--- config.mk ---
export PLATFORM = sky130hd
export DESIGN_NAME = pe_result_buffer
export DESIGN_NICKNAME = d
export VERILOG_FILES = /design/src/rtl/pe_result_buffer.sv
export SDC_FILE = /design/constraint.sdc
export NUM_CORES = 1
export LEC_CHECK = 0
export ABC_AREA = 1
export BUFFER_PORTS_ARGS = -buffer_cell sky130_fd_sc_hd__buf_2
export CAP_MARGIN = 25
export CORE_MARGIN = 2
export CORE_UTILIZATION = 30
export DETAILED_ROUTE_END_ITERATION = 16
export HOLD_SLACK_MARGIN = 0.1
export SLEW_MARGIN = 5
export SYNTH_ARGS = -nofsm -noshare
export SYNTH_HDL_FRONTEND = slang
export SYNTH_SLANG_ARGS = --single-unit
export TNS_END_PERCENT = 50
--- constraint.sdc ---
create_clock -name clk -period 3.6 [get_ports clk]
set_clock_uncertainty 0.05 [all_clocks]
set_input_delay 0.18 -clock clk [delete_from_list [all_inputs] [get_ports clk]]
set_output_delay 0.18 -clock clk [all_outputs]
set_load 0.005 [all_outputs]
--- src/rtl/pe_result_buffer.sv ---
`default_nettype none
// +----------------------------------------------------------------------------+
// | Module  : pe_result_buffer                                                 |
// | Brief   : FWFT result FIFO for a PE with no backpressure: almost_full      |
// |           stall hint, sticky overflow on drop. Optional stats counters     |
// |           enabled by PE_RESULT_BUFFER_STATS_EN.                            |
// | Revision: 1.0 - initial release                                            |
// +----------------------------------------------------------------------------+
module pe_result_buffer #(
  parameter int DEPTH        = 32,
  parameter int AFULL_MARGIN = 16,
  parameter int DWIDTH_FLOAT = 32
) (
  input  logic                       clk,
  input  logic                       rst,
  input  logic [DWIDTH_FLOAT-1:0]    in_data,
  input  logic                       in_tvalid,
  input  logic                       in_tlast,
  input  logic                       flush,
  output logic [DWIDTH_FLOAT-1:0]    m_tdata,
  output logic                       m_tvalid,
  output logic                       m_tlast,
  input  logic                       m_tready,
  output logic                       almost_full,
  output logic                       overflow,
  output logic [$clog2(DEPTH+1)-1:0] count
`ifdef PE_RESULT_BUFFER_STATS_EN
  ,
  output logic [31:0]                beat_cnt,
  output logic [15:0]                pkt_cnt,
  output logic [15:0]                drop_cnt
`endif
);

  localparam int c_AW = $clog2(DEPTH);
  localparam int c_CW = $clog2(DEPTH+1);

  logic [DWIDTH_FLOAT:0] r_mem [DEPTH];
  logic [c_AW-1:0]       r_wr_ptr;
  logic [c_AW-1:0]       r_rd_ptr;
  logic [c_CW-1:0]       r_count;
  logic                  r_overflow;

  logic                  w_full;
  logic                  w_pop;
  logic                  w_push;
  logic                  w_drop;
  logic [DWIDTH_FLOAT:0] w_head;

  assign w_full = (r_count == c_CW'(DEPTH));
  assign w_pop  = (r_count != '0) && m_tready;
  // A full FIFO still accepts a beat when the head leaves in the same cycle.
  assign w_push = in_tvalid && (!w_full || w_pop);
  assign w_drop = in_tvalid && w_full && !w_pop;
  assign w_head = r_mem[r_rd_ptr];

  assign m_tdata     = w_head[DWIDTH_FLOAT-1:0];
  assign m_tlast     = w_head[DWIDTH_FLOAT];
  assign m_tvalid    = (r_count != '0);
  assign almost_full = (r_count >= c_CW'(DEPTH - AFULL_MARGIN));
  assign overflow    = r_overflow;
  assign count       = r_count;

  // Storage is deliberately left out of reset.
  always_ff @(posedge clk) begin
    if (w_push && !flush && !rst) begin
      r_mem[r_wr_ptr] <= {in_tlast, in_data};
    end
  end

  always_ff @(posedge clk) begin
    if (rst || flush) begin
      r_wr_ptr   <= '0;
      r_rd_ptr   <= '0;
      r_count    <= '0;
      r_overflow <= 1'b0;
    end else begin
      if (w_push) begin
        r_wr_ptr <= r_wr_ptr + c_AW'(1);
      end
      if (w_pop) begin
        r_rd_ptr <= r_rd_ptr + c_AW'(1);
      end
      if (w_push && !w_pop) begin
        r_count <= r_count + c_CW'(1);
      end else if (w_pop && !w_push) begin
        r_count <= r_count - c_CW'(1);
      end
      if (w_drop) begin
        r_overflow <= 1'b1;
      end
    end
  end

`ifdef PE_RESULT_BUFFER_STATS_EN
  logic [31:0] r_beat_cnt;
  logic [15:0] r_pkt_cnt;
  logic [15:0] r_drop_cnt;

  // Flush suppresses the pop/drop it overrides, but never clears the counters.
  always_ff @(posedge clk) begin
    if (rst) begin
      r_beat_cnt <= '0;
      r_pkt_cnt  <= '0;
      r_drop_cnt <= '0;
    end else if (!flush) begin
      if (w_pop) begin
        r_beat_cnt <= r_beat_cnt + 32'd1;
        if (m_tlast) begin
          r_pkt_cnt <= r_pkt_cnt + 16'd1;
        end
      end
      if (w_drop && (r_drop_cnt != 16'hFFFF)) begin
        r_drop_cnt <= r_drop_cnt + 16'd1;
      end
    end
  end

  assign beat_cnt = r_beat_cnt;
  assign pkt_cnt  = r_pkt_cnt;
  assign drop_cnt = r_drop_cnt;
`endif

endmodule
`default_nettype wire

# == Word-level counts from Yosys, hierarchy flattened ==
# Memory sizes are Yosys's and may differ from the RTL's. A register that Yosys moved wholly into a read port is not among the register bits.
# Cells that the tools add are included.
# word_totals
regBits,17
mem_bits_rw,1056
inputBits,38
output_inout_bits,42
word_cells,34
mem_count,1
# classes
n_addsub,4
order_cmp,1
n_eq_ne,1
n_mux,6
n_reduce_logical,17
# mem_list
memory,depth,width,read_ports,rd_ports_with_merged_regs,wr,line_no,rtl
r_mem,32,33,1,1,1,38,logic [DWIDTH_FLOAT:0] r_mem [DEPTH];
# op_table
op,count
$mux 6,2
$add 5x1->5 const B,2
$mux 5,2
$logic_and 1x1->1,8
$add 6x1->6 const B,1
$eq 6x6->1 const B,1
$ge 6x5->1 const B,1
$reduce_bool 6->1,1
$sub 6x1->6 const B,1
$logic_not 1->1,5
$logic_or 1x1->1,2
$mux 1,2
$reduce_bool 2->1,1

# == Depth between registers and ports, before layout ==
# Gate-level depths: netlist of the first run.
# depth
word_depth,8
depth_mapped,17

# == Worst setup path after synthesis of the first run ==
# No wires, ideal clock.
# synth_path
path_type,register to register
start,"register r_count[1], in the netlist count[1]"
end,"memory r_mem[0][0] (netlist name), enable pin"
setup_ps,423
arrival_time_ps,2480
required_ps,3127
setup_slack_ps,646
path_stages_with_launch,9
period_less_slack_ps,2954
cell_sequence,dfxtp_1 -> inv_1 -> nand2_1 -> nor3_2 -> nand2_1 -> nand2_1 -> nor2_2 -> nand2_1 -> nor2_1
# synth_via
elab_chain_len,8
elab_cells_between_ends,10
# synth_lines
item,line_no,rtl
"start, declared",41,logic [c_CW-1:0] r_count;
"start signal, assigned",85,r_count <= r_count + c_CW'(1);
"start signal, assigned",87,r_count <= r_count - c_CW'(1);
$eq 6x6->1 / $reduce_bool 6->1 (equally long branches),"50, 51",
$logic_not 1->1 / $logic_and 1x1->1 (equally long branches),"53, 51",
$logic_or 1x1->1 (*),53,assign w_push = in_tvalid && (!w_full || w_pop);
$logic_and 1x1->1 (*),53,
$logic_and 1x1->1 (*) (2 in a row),66,if (w_push && !flush && !rst) begin
$mux 1 (*),66,
$mux 1 (not written as such) (*),67,"r_mem[r_wr_ptr] <= {in_tlast, in_data};"
"end, declared",38,
# Every way passes the cells marked *; elsewhere a longest branch is shown, timed or not.

==> impl_metrics.py, run 1 <==
metrics = {
    "power": {
        "power_density_mw_per_mm2": 539,
        "p_comb_share_pct": 9.3,
        "p_leak_nw": 18.1,
        "switching_power_mw": 6.62,
        "power_frac_seq_pct": 50.7,
        "clockPowerShare_pct": 40.1,
        "switching_share_pct": 24.2,
        "ir_worst_vdd_v": 0.000381,
        "p_int_mw": 20.7,
        "finalPower_mw": 27.4,
    },
    "yosys": {
        "synthFlopType": "edfxtp_1",
        "post-synth-top-count-cell": "nand2_1",
        "ys_seq_elements": 1078,
        "postSynth.asyncResetShare_pct": 0,
        "syn_area_per_cell_sq_um": 11.7,
        "syn_area_sq_mm": 0.0441,
        "synth_top_area_share_pct": 71.9,
        "synthCells": 3755,
        "synth.distinct_cells": 26,
        "syn_nets": 3804,
        "synth_area_leaders": "edfxtp_1 72%, nand2_1 13%, nand3_1 9.1%, buf_2 1.6%, buf_6 1.6%",
        "synth_common_cells": "1,520 x nand2_1, 1,056 x edfxtp_1, 801 x nand3_1, 138 x buf_2, 61 x buf_6",
        "yosysWarningCount": 0,
        "yosysTopAreaCell": "edfxtp_1",
        "seq_area_frac_synth_pct": 72.9,
        "synth_edf_count": 1056,
    },
    "clock_network": {
        "clockRootBuffer": "clkbuf_16",
        "clockBufferDepth": 3,
        "clk_pin_slew_ps": 60,
        "cts_buffers": 105,
        "cts_sinks": 1078,
        "cts_tree": "yes",
        "htreeDepth": 3,
        "clk_latency_ps": 680,
        "post_cts_buffers": 0,
    },
    "sta": {
        "worst_pin_slew_ps": 835,
        "rsz0062_at_grt": "no",
        "setup_viol": 0,
        "layout_worst_path_cycle_share_pct": 96.2,
        "hold_viol_final": 0,
        "finalWorstSetupSlack_ps": 138,
        "max_freq_ghz": 0.289,
        "tns_ps": 0,
        "max-slew-margin-rel_pct": 44.3,
        "fin_hold_ws_ps": 426,
        "slew_viol_final": 0,
        "min_period_ps": 3460,
    },
    "layout": {
        "multiInputGateArea_sq_mm": 0.0105,
        "drive_gt1_share_pct": 9.25,
        "fillers": 14221,
        "seq_area_sq_mm": 0.0322,
        "nets": 3897,
        "syn_to_final_growth_pct": 15.1,
        "final_core_util_pct": 34.8,
    },
    "floorplan": {
        "die_x_microns": 387,
        "die_h_microns": 387,
        "start_util_pct": 30.2,
        "die_area_sq_mm": 0.150,
        "core_sq_mm": 0.146,
        "io_pins": 80,
        "rows": 140,
    },
    "worst_setup_path": {
        "cp.required_ps": 3370,
        "arrival_ps": 3230,
        "critPathMostFrequentCell": "nand2_1",
        "critPathCaptureType": "output pin",
        "crit_chain": "inv_16 -> buf_12 -> nand2_1 -> nand3_1 -> nand3_1 -> nand2_1 -> nand2_1 -> nand2_1 -> nand2_1 -> nand2_1 -> buf_2",
        "slowest_delay_ps": 660,
        "slowest_stage": "dfxtp_4",
        "startpoint_type": "register",
        "crit_path_max_fanout": 113,
        "ff2ff_setup_slack_ps": 950,
        "crit_type": "reg -> out",
    },
    "flow_run": {
        "cap_violations": 0,
    },
    "drt": {
        "ant_nets": 0,
        "drt-initial-drc-count": 3195,
        "vias": 28701,
        "route.detailed.drc": 0,
        "post_drt_wl_per_cell_microns": 20.8,
        "wirelength_microns": 122000,
        "drt_pass1_iterations": 5,
        "viasPerCell": 4.90,
    },
    "placed_design": {
        "portBuffers": 79,
        "post-dp-hpwl_microns": 67900,
        "post-place-ws_ps": 894,
        "place.gp.congestion": 0.806,
    },
    "global_routing": {
        "grt_first_pass_wirelength_microns": 181000,
        "antenna_found_initial": 13,
        "grtUsageTotal_pct": 15.8,
        "grt_max_degree": 131,
        "grt_pass1_vias": 27490,
        "grt_overflow": 0,
    },
    "outcome": {
        "outcome": "finished, final reports clean",
    },
    "min_path": {
        "hold_path.class": "in -> reg",
    },
}
==> critical path, delay by kind of cell, from the launching register on <==
kind                   cells  cell delay, ps
flip-flops                 1             660
AND/OR/NAND/NOR            8             980
buffers and inverters      3             720
==> timing repair <==
action | 4_1_cts | 5_1_grt
gates resized for setup | 0 | 0
hold buffers | 39 | 0
endpoints found under the hold margin | 1062 | 0
==> metal layers <==
| layer | track usage, % | up-vias | wire length, microns | share of wire (%) |
|---|---|---|---|---|
| met2 | 25.7 | 1001 | 57800 | 47 |
| met4 | 3.98 | 8 | 2280 | 1.9 |
| met3 | 2.57 | 165 | 8650 | 7.1 |
| met5 | 0 | - | 53 | 0.043 |
| met1 | 22.1 | 14274 | 53200 | 44 |
| li1 | - | 13253 | - | - |
==> power groups by stage <==
stage | Sequential, mW | Clock (mW) | Combinational [mW]
final | 13.9 | 11.0 | 2.53
after global routing | 13.9 | 11.6 | 2.83
after CTS | 13.9 | 11.1 | 2.55
after detailed placement | 14.1 | 0 | 2.50
after global placement | 14.1 | 0 | 2.47
after floorplan | 14.1 | 0 | 1.66
==> registers in the layout, indices dropped and copies added (netlist names), named ones only <==
register  count
count         6
overflow      1
r_mem      1056
r_rd_ptr      5
r_wr_ptr      5
==> final timing paths <==
path | startpoint | endpoint | cells after the start
worst max-delay path | register | m_tdata[26] | 11
worst min register to register | r_rd_ptr[4]$_SDFFE_PP0N_ | register | 2
worst max register to register | count[1]$_SDFFE_PP0P_ | r_mem[15][26]$_DFFE_PP_ | 9
worst min-delay path | flush | count[1]$_SDFFE_PP0P_ | 6
==> final cells by class <==
type                            count  share of cell area [%]
Timing Repair Buffer              213                    4.11
Multi-Input combinational cell   2421                    20.7
Antenna cell                        5                  0.0247
Sequential cell                  1078                    63.4
Clock inverter                     71                    1.38
Inverter                           29                   0.274
Tap cell                         1917                    4.73
Clock buffer                      124                    5.36
==> per-stage QoR <==
stage	area (sq um)	cells
5_1_grt	50700	5853
6_report	50700	5858
4_1_cts	50700	5853
2_1_floorplan	44100	3755
3_3_place_gp	46900	5619
3_5_place_dp	46900	5619
==> cell families after synthesis <==
| logic type | synth area share, % |
|---|---|
| buf+inv | 3.73 |
| xor+xnor | 0.199 |
| simple gates | 22.6 |
| compound gates | 0.253 |
| flops | 72.9 |
| fa+ha+maj | 0.329 |
==> placed cells by master (no fill, tap or decap), types with 2 or more instances in the layout <==
master | netlist | layout
xnor2_1 | 5 | 5
bufinv_16 | 0 | 11
buf_4 | 5 | 48
inv_16 | 0 | 3
buf_12 | 1 | 47
edfxtp_1 | 1056 | 1056
clkinv_2 | 0 | 17
nand2_1 | 1520 | 1520
dfxtp_4 | 0 | 4
inv_2 | 3 | 2
o21ai_0 | 10 | 10
dfxtp_1 | 22 | 17
inv_1 | 25 | 23
clkbuf_1 | 13 | 18
diode_2 | 0 | 5
nand3_1 | 801 | 801
nor2_4 | 0 | 31
clkinvlp_4 | 0 | 2
clkinv_4 | 0 | 4
xor2_1 | 5 | 5
buf_2 | 138 | 79
clkbuf_16 | 0 | 106
clkinv_1 | 0 | 32
nor2_1 | 53 | 22
dlygate4sd3_1 | 0 | 39
a21oi_1 | 11 | 11
ha_1 | 10 | 10
clkinv_8 | 0 | 3
Power figures use the tool's default switching activity.
==> inputs of run 2 (changes only) <==
==> constraint.sdc (replaced) <==
create_clock -name clk -period 3.1 [get_ports clk]
set_clock_uncertainty 0.05 [all_clocks]
set_input_delay 0.155 -clock clk [delete_from_list [all_inputs] [get_ports clk]]
set_output_delay 0.155 -clock clk [all_outputs]
set_load 0.005 [all_outputs]
==> run 2 against run 1 <==
Effect of this change: setup slack worse by 26 ps; utilization is 0.19 points higher; largest cell class unchanged; register-to-register slack worse by 560 ps; design area is 0.54% higher; global-route usage rose by 0.092 points; worst hold slack worse by 12 ps; first-iteration DRC count fell by 5.9%; critical path type unchanged; routed wire length increased by 1.8%; cell count up 0.32%; clock power is 13% higher.
==> impl_metrics.py, run 2 (same netlist as run 1, synthesis figures left out) <==
metrics = {
    "global_routing": {
        "antenna_found_initial": 11,
        "grt_pass1_vias": 27222,
        "grt_overflow": 0,
        "grt_max_degree": 152,
        "grtUsageTotal_pct": 15.9,
        "grt_first_pass_wirelength_microns": 181000,
    },
    "sta": {
        "slew_viol_final": 0,
        "tns_ps": 0,
        "hold_viol_final": 0,
        "layout_worst_path_cycle_share_pct": 96.4,
        "max-slew-margin-rel_pct": 50.3,
        "max_freq_ghz": 0.335,
        "finalWorstSetupSlack_ps": 112,
        "min_period_ps": 2990,
        "rsz0062_at_grt": "no",
        "setup_viol": 0,
        "worst_pin_slew_ps": 745,
        "fin_hold_ws_ps": 414,
    },
    "worst_setup_path": {
        "critPathCaptureType": "output pin",
        "crit_type": "reg -> out",
        "cp.required_ps": 2890,
        "crit_path_max_fanout": 100,
        "arrival_ps": 2780,
        "startpoint_type": "register",
    },
    "layout": {
        "postLayoutCellArea_sq_mm": 0.0510,
        "regMostFlops": "r_mem",
        "layoutNonFillerInstCount": 5877,
        "layout_commonest_cell": "nand2_1",
        "syn_to_final_growth_pct": 15.7,
        "largest_reg_flops": 1056,
        "layout_common_cells": "1,519 x nand2_1, 1,056 x edfxtp_1, 801 x nand3_1",
        "drive_gt1_share_pct": 9.93,
        "nets": 3922,
        "seq_area_sq_mm": 0.0322,
        "fillers": 14205,
        "multiInputGateArea_sq_mm": 0.0105,
    },
    "power": {
        "ir_worst_vdd_v": 0.000416,
        "power_density_mw_per_mm2": 615,
        "p_leak_nw": 18.2,
    },
    "clock_network": {
        "clk_pin_slew_ps": 60,
        "clockRootBuffer": "clkbuf_16",
        "clockBufferDepth": 3,
        "htreeDepth": 3,
        "cts_sinks": 1078,
        "cts_buffers": 103,
        "clk_latency_ps": 680,
        "cts_tree": "yes",
    },
    "floorplan": {
        "core_sq_mm": 0.146,
        "die_area_sq_mm": 0.150,
        "die_x_microns": 387,
        "io_pins": 80,
        "start_util_pct": 30.2,
        "die_h_microns": 387,
        "rows": 140,
    },
    "placed_design": {
        "place.gp.congestion": 0.807,
        "post-dp-hpwl_microns": 65300,
        "post-place-ws_ps": 462,
        "post-place-cells": 5637,
        "portBuffers": 79,
        "place_area_sq_mm": 0.0471,
    },
    "drt": {
        "vias": 28741,
        "viasPerCell": 4.89,
        "drt-initial-drc-count": 3005,
        "route.detailed.drc": 0,
        "post_drt_wl_per_cell_microns": 21.1,
        "wirelength_microns": 124000,
        "drt_pass1_iterations": 5,
        "ant_nets": 0,
    },
    "flow_run": {
        "cap_violations": 0,
    },
    "min_path": {
        "hold_path.class": "in -> reg",
    },
    "outcome": {
        "outcome": "finished, final reports clean",
    },
}
run 2: cell types whose count changed in the layout (fill, tap and decap cells not counted), moves of 4 or more:
| cell | before | now |
|---|---|---|
| buf_4 | 48 | 62 |
| clkinv_1 | 32 | 23 |
| buf_16 | 0 | 5 |
| clkbuf_1 | 18 | 22 |
| clkbuf_8 | 0 | 4 |
| clkinv_2 | 17 | 21 |
| diode_2 | 5 | 1 |
run 2: layout make-up:
| cell class | instances | share of cell area [%] |
|---|---|---|
| sequential | 1078 | 63.0 |
| multi-input combinational | 2421 | 20.6 |
| clock buffer | 129 | 5.34 |
| timing repair buffer | 239 | 4.83 |
| tap | 1917 | 4.70 |
| clock inverter | 62 | 1.13 |
| inverter | 29 | 0.292 |
| timing repair inverter | 1 | 0.0221 |
| antenna | 1 | 0.00490 |
run 2: worst max-delay path, stage by stage, from the launching register on:
cell     delay (ps)
dfxtp_4         400
inv_8           220
buf_16          440
nand3_1         140
nand3_1         120
nand2_1          90
nand2_1         150
nand2_1          80
nand2_1          60
nand2_1         150
buf_2           170
run 2: layer usage:
| layer | vias to the layer above | GRT usage (%) | wire length, microns |
|---|---|---|---|
| li1 | 13286 | - | - |
| met1 | 14134 | 21.6 | 52500 |
| met2 | 1124 | 26.0 | 59300 |
| met3 | 189 | 2.90 | 9180 |
| met4 | 8 | 4.85 | 3200 |
| met5 | - | 0 | 54 |
run 2: stage by stage:
step / power, mW / utilization (%)
after global placement: 19.2 / 32.3
after floorplan: 18.3 / -
after global routing: 32.5 / 35.0
final: 31.4 / 35.0
after CTS: 31.5 / 34.9
after detailed placement: 19.2 / 32.3
run 2: worst paths after layout:
path                            start                    end  slack, ps  cells after the start
max reg2reg     count[1]$_SDFFE_PP0P_  count[4]$_SDFFE_PP0P_        390                     14
min reg2reg  r_rd_ptr[4]$_SDFFE_PP0N_               register        460                      2
max                          register            m_tdata[31]        110                     10
min                             flush  count[0]$_SDFFE_PP0P_        410                      6
run 2: timing repair:
action	CTS	global route
endpoints found under the hold margin	1078	0
cloned	0	4
endpoints found under the setup margin	1	19
setup buffers	0	5
hold buffers	39	0
resized for setup	1	12
run 2: power breakdown:
group          internal [mW]  switching, mW
registers               16.0         0.0420
logic                  0.884           2.05
clock network           6.99           5.40
